$ cat config.mk
export PLATFORM = sky130hd
export DESIGN_NAME = data_path
export DESIGN_NICKNAME = d
export VERILOG_FILES = /design/src/rtl/cpu_pkg.sv /design/src/rtl/alu_8bit.sv /design/src/rtl/data_path.sv
export SDC_FILE = /design/constraint.sdc
export NUM_CORES = 1
export LEC_CHECK = 0
export CAP_MARGIN = 30
export CELL_PAD_IN_SITES_DETAIL_PLACEMENT = 1
export CELL_PAD_IN_SITES_GLOBAL_PLACEMENT = 1
export CORE_MARGIN = 8
export CORE_UTILIZATION = 49
export CTS_CLUSTER_DIAMETER = 80
export DETAILED_ROUTE_END_ITERATION = 12
export DONT_BUFFER_PORTS = 1
export PLACE_DENSITY_LB_ADDON = 0.05
export SYNTH_ARGS = -nofsm -noshare
export SYNTH_HDL_FRONTEND = slang
export SYNTH_SLANG_ARGS = --single-unit
$ cat constraint.sdc
create_clock -name clock -period 4.2 [get_ports clock]
set_input_delay 0.42 -clock clock [delete_from_list [all_inputs] [get_ports clock]]
set_output_delay 0.42 -clock clock [all_outputs]
set_load 0.02 [all_outputs]
$ cat src/rtl/cpu_pkg.sv
// Shared definitions for the datapath and control unit: select encodings,
// opcode constants and condition-code bit positions.
package cpu_pkg;

  localparam int unsigned DATA_W = 8;
  localparam int unsigned CCR_W  = 4;

  typedef enum logic [2:0] {
    ALU_ADD  = 3'b000,
    ALU_SUB  = 3'b001,
    ALU_AND  = 3'b010,
    ALU_OR   = 3'b011,
    ALU_INC  = 3'b100,
    ALU_DEC  = 3'b101,
    ALU_XOR  = 3'b110,
    ALU_PASS = 3'b111
  } alu_sel_e;

  typedef enum logic [1:0] {
    BUS1_PC   = 2'b00,
    BUS1_A    = 2'b01,
    BUS1_B    = 2'b10,
    BUS1_ZERO = 2'b11
  } bus1_sel_e;

  typedef enum logic [1:0] {
    BUS2_ALU  = 2'b00,
    BUS2_BUS1 = 2'b01,
    BUS2_MEM  = 2'b10,
    BUS2_ZERO = 2'b11
  } bus2_sel_e;

  localparam logic [7:0] OP_LDA_IMM = 8'h01;
  localparam logic [7:0] OP_LDA_DIR = 8'h02;
  localparam logic [7:0] OP_BRA     = 8'h20;
  localparam logic [7:0] OP_BMI     = 8'h21;
  localparam logic [7:0] OP_BPL     = 8'h22;
  localparam logic [7:0] OP_BEQ     = 8'h23;
  localparam logic [7:0] OP_BNE     = 8'h24;
  localparam logic [7:0] OP_BVS     = 8'h25;
  localparam logic [7:0] OP_BVC     = 8'h26;
  localparam logic [7:0] OP_BCS     = 8'h27;
  localparam logic [7:0] OP_BCC     = 8'h28;

  localparam int unsigned CCR_N = 3;
  localparam int unsigned CCR_Z = 2;
  localparam int unsigned CCR_V = 1;
  localparam int unsigned CCR_C = 0;

endpackage

$ cat src/rtl/alu_8bit.sv
// Combinational ALU: X (Bus1) and Y (B) in, result and {N,Z,V,C} out.
module alu_8bit
  import cpu_pkg::*;
#(
  parameter int unsigned DATA_W = 8
) (
  input  logic [DATA_W-1:0] X,
  input  logic [DATA_W-1:0] Y,
  input  logic [2:0]        ALU_Sel,
  output logic [DATA_W-1:0] result,
  output logic [3:0]        NZVC
);

  localparam int unsigned MSB = DATA_W - 1;

  logic [DATA_W:0]   wide;
  logic [DATA_W-1:0] opnd;
  logic              v_flag;
  logic              c_flag;

  // Operation select; INC/DEC reuse the add/sub paths with a constant 1 operand.
  always_comb begin
    wide   = '0;
    opnd   = Y;
    v_flag = 1'b0;
    c_flag = 1'b0;
    case (alu_sel_e'(ALU_Sel))
      ALU_ADD, ALU_INC: begin
        if (alu_sel_e'(ALU_Sel) == ALU_INC) opnd = {{(DATA_W-1){1'b0}}, 1'b1};
        wide   = {1'b0, X} + {1'b0, opnd};
        c_flag = wide[DATA_W];
        v_flag = (X[MSB] == opnd[MSB]) && (wide[MSB] != X[MSB]);
      end
      ALU_SUB, ALU_DEC: begin
        if (alu_sel_e'(ALU_Sel) == ALU_DEC) opnd = {{(DATA_W-1){1'b0}}, 1'b1};
        wide   = {1'b0, X} - {1'b0, opnd};
        c_flag = wide[DATA_W];
        v_flag = (X[MSB] != opnd[MSB]) && (wide[MSB] != X[MSB]);
      end
      ALU_AND:  wide = {1'b0, X & Y};
      ALU_OR:   wide = {1'b0, X | Y};
      ALU_XOR:  wide = {1'b0, X ^ Y};
      ALU_PASS: wide = {1'b0, X};
      default:  wide = '0;
    endcase
  end

  // Result and flag packing.
  always_comb begin
    result        = wide[DATA_W-1:0];
    NZVC          = '0;
    NZVC[CCR_N]   = wide[MSB];
    NZVC[CCR_Z]   = (wide[DATA_W-1:0] == '0);
    NZVC[CCR_V]   = v_flag;
    NZVC[CCR_C]   = c_flag;
  end

endmodule

$ cat src/rtl/data_path.sv
// 8-bit processor datapath: PC, MAR, IR, A, B, CCR, two-bus interconnect,
// ALU and branch-condition decode for the control unit.
module data_path
  import cpu_pkg::*;
#(
  parameter int unsigned DATA_W = 8,
  parameter int unsigned CCR_W  = 4
) (
  input  logic              clock,
  input  logic              reset,
  input  logic              IR_Load,
  input  logic              MAR_Load,
  input  logic              PC_Load,
  input  logic              PC_Inc,
  input  logic              A_Load,
  input  logic              B_Load,
  input  logic [2:0]        ALU_Sel,
  input  logic              CCR_Load,
  input  logic [1:0]        Bus1_Sel,
  input  logic [1:0]        Bus2_Sel,
  input  logic [DATA_W-1:0] from_memory,
  output logic [DATA_W-1:0] IR,
  output logic              CCR_Result,
  output logic [DATA_W-1:0] address,
  output logic [DATA_W-1:0] to_memory
);

  logic [DATA_W-1:0] pc;
  logic [DATA_W-1:0] mar;
  logic [DATA_W-1:0] a_reg;
  logic [DATA_W-1:0] b_reg;
  logic [CCR_W-1:0]  ccr;
  logic [DATA_W-1:0] bus1;
  logic [DATA_W-1:0] bus2;
  logic [DATA_W-1:0] alu_result;
  logic [3:0]        alu_nzvc;

  alu_8bit #(.DATA_W(DATA_W)) u_alu (
    .X       (bus1),
    .Y       (b_reg),
    .ALU_Sel (ALU_Sel),
    .result  (alu_result),
    .NZVC    (alu_nzvc)
  );

  // Bus1 source select; the spare code drives zero.
  always_comb begin
    bus1 = '0;
    case (bus1_sel_e'(Bus1_Sel))
      BUS1_PC:   bus1 = pc;
      BUS1_A:    bus1 = a_reg;
      BUS1_B:    bus1 = b_reg;
      BUS1_ZERO: bus1 = '0;
      default:   bus1 = '0;
    endcase
  end

  // Bus2 source select; the spare code drives zero.
  always_comb begin
    bus2 = '0;
    case (bus2_sel_e'(Bus2_Sel))
      BUS2_ALU:  bus2 = alu_result;
      BUS2_BUS1: bus2 = bus1;
      BUS2_MEM:  bus2 = from_memory;
      BUS2_ZERO: bus2 = '0;
      default:   bus2 = '0;
    endcase
  end

  // Program counter: a load overrides an increment; increment wraps silently.
  always_ff @(posedge clock or negedge reset) begin
    if (!reset)       pc <= '0;
    else if (PC_Load) pc <= bus2;
    else if (PC_Inc)  pc <= pc + 1'b1;
  end

  // Bus2-loaded registers; all capture the same pre-edge Bus2 value.
  always_ff @(posedge clock or negedge reset) begin
    if (!reset) begin
      mar   <= '0;
      IR    <= '0;
      a_reg <= '0;
      b_reg <= '0;
    end else begin
      if (MAR_Load) mar   <= bus2;
      if (IR_Load)  IR    <= bus2;
      if (A_Load)   a_reg <= bus2;
      if (B_Load)   b_reg <= bus2;
    end
  end

  // Condition codes captured from the ALU regardless of the Bus2 source.
  always_ff @(posedge clock or negedge reset) begin
    if (!reset)        ccr <= '0;
    else if (CCR_Load) ccr <= alu_nzvc;
  end

  // Branch condition for the opcode held in IR.
  always_comb begin
    CCR_Result = 1'b0;
    case (IR)
      OP_BRA:  CCR_Result = 1'b1;
      OP_BMI:  CCR_Result = ccr[CCR_N];
      OP_BPL:  CCR_Result = !ccr[CCR_N];
      OP_BEQ:  CCR_Result = ccr[CCR_Z];
      OP_BNE:  CCR_Result = !ccr[CCR_Z];
      OP_BVS:  CCR_Result = ccr[CCR_V];
      OP_BVC:  CCR_Result = !ccr[CCR_V];
      OP_BCS:  CCR_Result = ccr[CCR_C];
      OP_BCC:  CCR_Result = !ccr[CCR_C];
      default: CCR_Result = 1'b0;
    endcase
  end

  assign address   = mar;
  assign to_memory = bus1;

endmodule

==> results.json <==
{
  "synth_seq_cells": 44,
  "rsz0062_at_grt": "false",
  "yosysSeqAreaShare": 0.2736,
  "ir_drop_uv": 175.4,
  "h-tree-depth": 2,
  "cp-start-kind": "register",
  "start_util": 0.4972,
  "synth_ff_type": "dfrtp_1",
  "r2r-start": "pc[1]",
  "path_class": "reg -> reg",
  "io_pins": 49,
  "drive_above_1_share": 0.09574,
  "synthCells": 481,
  "via_per_inst": 6.209,
  "area_growth_pct": 4.695,
  "setup_tns_ns": 0,
  "grt_use_total": 0.2250,
  "synthTopCellsByArea": "dfrtp_1 (27%), ha_1 (7.8%), a21oi_1 (6.5%)",
  "drv_cap": 0,
  "yosysWarnings": 0,
  "cts_buffers": 5,
  "grt_first_pass_wirelength_um": 20360,
  "power.leakage_nw": 1.821,
  "wirelength_um": 12680,
  "grt_max_degree": 45,
  "tightest_slew_ns": 0.9656,
  "port_buffers": 0,
  "status": "finished clean",
  "crit_fanout": 5,
  "reg2reg_to": "IR[7]",
  "setup_viol": 0,
  "hold_path.class": "in -> reg",
  "clk_transition_reported_paths_ns": 0.09,
  "num-nets-final": 519,
  "max_freq_mhz": 281.5,
  "finalHoldViolations": 0,
  "ant_nets": 0,
  "dr.first_iter.drc_count": 156,
  "clockRootBuffer": "clkbuf_8",
  "synth-compound-area-share": 0.2929,
  "period_needed_ns": 3.553,
  "crit_required_ns": 4.36,
  "synth-simple-area-share": 0.1950,
  "synth_top_area_frac": 0.2736,
  "gp_congestion": 0.8719,
  "fillers": 989,
  "cts_resized": 0,
  "whs_path_depth": 1,
  "post_cts_buffers": 0,
  "n_antenna_cell": 0,
  "die_h_um": 106.6,
  "synth.avg_cell_area_um2": 8.366,
  "dp.final_hpwl_um": 9704,
  "num_vias": 3570,
  "clock_latency_ns": 0.30,
  "drc": 0,
  "die-area_um2": 11370,
  "antenna_found_initial": 0,
  "powerDensity_nw_per_um2": 404.8,
  "synth_edf_count": 0,
  "arrival_ns": 3.71,
  "fin_crit_sh": 0.8459,
  "die_w_um": 106.6,
  "rows": 33,
  "netlist.top_cell.by_area": "dfrtp_1",
  "synth_cell_types": 82,
  "synth.area.mux_share": 0.05131,
  "ys_async_sr_fraction": 1.000,
  "fin_worst_skew_ns": 0.009314,
  "cts_tree": "built",
  "min_to": "IR[3]",
  "cts_sinks": 44,
  "synth_xor_area_frac": 0.03887,
  "crit_start": "pc[1]",
  "synthesis.area_um2": 4024,
  "synth_adder_area_share": 0.08271,
  "r2r_setup_slack_ns": 0.65,
  "hp-start": "IR_Load",
  "reg2regPathDepth": 12,
  "timing.slew.headroom": 0.3563,
  "fp.coreArea_um2": 8093,
  "p_total_w": 0.001705,
  "clock_path_buffers": 2,
  "dr.pass1.iters": 4,
  "slew_viol_final": 0,
  "grt_overflow_total": 0,
  "wire_per_inst_um": 22.06,
  "synth_top_family_by_area": "compound AO/OA/AOI/OAI gates",
  "cp-end-kind": "register",
  "syn_nets": 531,
  "first_global_vias": 3722
}
cell families after synthesis:
| kind of cell | after synthesis |
|---|---|
| XOR/XNOR | 17 |
| buffers and inverters | 60 |
| flip-flops | 44 |
| AND/OR/NAND/NOR | 160 |
| AO/OA/AOI/OAI | 156 |
| adder cells (fa/ha/maj) | 26 |
| multiplexers | 18 |
per-layer routing:
metal,wire length [um],track usage,share of wire,vias up
met3,595,0.04499,0.047,10
met4,203,0.06231,0.016,0
met1,5663,0.2933,0.45,1770
met2,6221,0.3699,0.49,60
li1,-,-,-,1730
met5,0,0,0,-
cell usage after synthesis (3+ instances only):
cell type / instances
nand2b_1: 8
or2_2: 5
clkbuf_1: 12
inv_1: 32
nand3b_1: 8
a21boi_0: 3
mux2i_1: 15
buf_6: 3
buf_4: 3
a21oi_1: 52
buf_2: 4
a41oi_1: 7
xnor2_1: 12
a211oi_1: 9
nand3_1: 6
o221ai_1: 4
nor2b_1: 6
o21ai_0: 12
nor2_1: 67
o22ai_1: 8
xor2_1: 4
nor3_1: 5
dfrtp_1: 44
and2_1: 5
ha_1: 25
nand4_1: 4
o31ai_1: 3
buf_1: 5
o21bai_1: 4
nand2_1: 33
a31oi_1: 8
critical path, cell delays in order (launching register included):
cell and delay [ns]:
dfrtp_1 0.44, mux2i_1 0.20, a2bb2oi_1 0.37, inv_1 0.23
ha_1 0.33, nor2b_1 0.13, or2_2 0.31, a41oi_1 0.21
a32oi_1 0.13, a31oi_2 0.28, mux2i_1 0.17, o31ai_2 0.45
a31oi_1 0.16
cell usage in the layout, fill, tap and decap left out, types with 3 or more instances in the layout:
cell type / synthesis / final
xnor2_1: 12 / 12
clkbuf_8: 0 / 5
nor3_1: 5 / 5
dfrtp_1: 44 / 44
nand4_1: 4 / 4
o21ai_0: 12 / 12
a41oi_1: 7 / 7
nand3b_1: 8 / 8
nand3_1: 6 / 6
a31oi_1: 8 / 8
nor2_1: 67 / 67
o31ai_1: 3 / 3
mux2i_1: 15 / 15
a21boi_0: 3 / 3
inv_1: 32 / 32
nor2b_1: 6 / 6
nand2_1: 33 / 33
and2_1: 5 / 5
o221ai_1: 4 / 4
buf_4: 3 / 6
xor2_1: 4 / 4
or2_2: 5 / 5
o22ai_1: 8 / 8
a21oi_1: 52 / 52
ha_1: 25 / 25
a211oi_1: 9 / 9
o21bai_1: 4 / 4
nand2b_1: 8 / 8
layout make-up:
class / instances / area [um2] / share of cell area
Timing Repair Buffer: 8 / 82.58 / 0.01960
Clock buffer: 5 / 68.82 / 0.01634
Tap cell: 105 / 131.4 / 0.03119
Inverter: 33 / 123.9 / 0.02940
Clock inverter: 3 / 46.29 / 0.01099
Sequential cell: 44 / 1101 / 0.2614
Multi-Input combinational cell: 377 / 2659 / 0.6311
per-stage QoR:
stage,utilization,hold slack [ns],instance area [um2],worst slack [ns],instances
2_1_floorplan,-,0.1244,4024,0.9177,481
3_3_place_gp,0.5017,0.1259,4060,0.7850,565
3_5_place_dp,0.5017,0.1256,4060,0.6633,565
4_1_cts,0.5206,0.1797,4213,0.6498,575
5_1_grt,0.5206,0.1721,4213,0.3616,575
6_report,0.5206,0.1863,4213,0.6473,575
power by group:
| group | switching [W] | internal, W |
|---|---|---|
| logic | 0.000452 | 0.000321 |
| registers | 0.000104 | 0.000487 |
| clock network | 0.000162 | 0.000179 |
worst max-delay path by stage:
stage,slack [ns],end,depth (start not counted)
6_report,0.65,IR[7],12
5_1_grt,0.36,a_reg[7],12
4_1_cts,0.65,IR[7],12
3_5_place_dp,0.66,address[7],12
3_3_place_gp,0.79,address[7],12
2_1_floorplan,0.92,ccr[2],13
timing repair:
item                       4_1_cts  5_1_grt
hold endpoints to repair        44        0
setup endpoints to repair        0        0
hold buffers                     2        0
(Power assumes the default switching activity.)
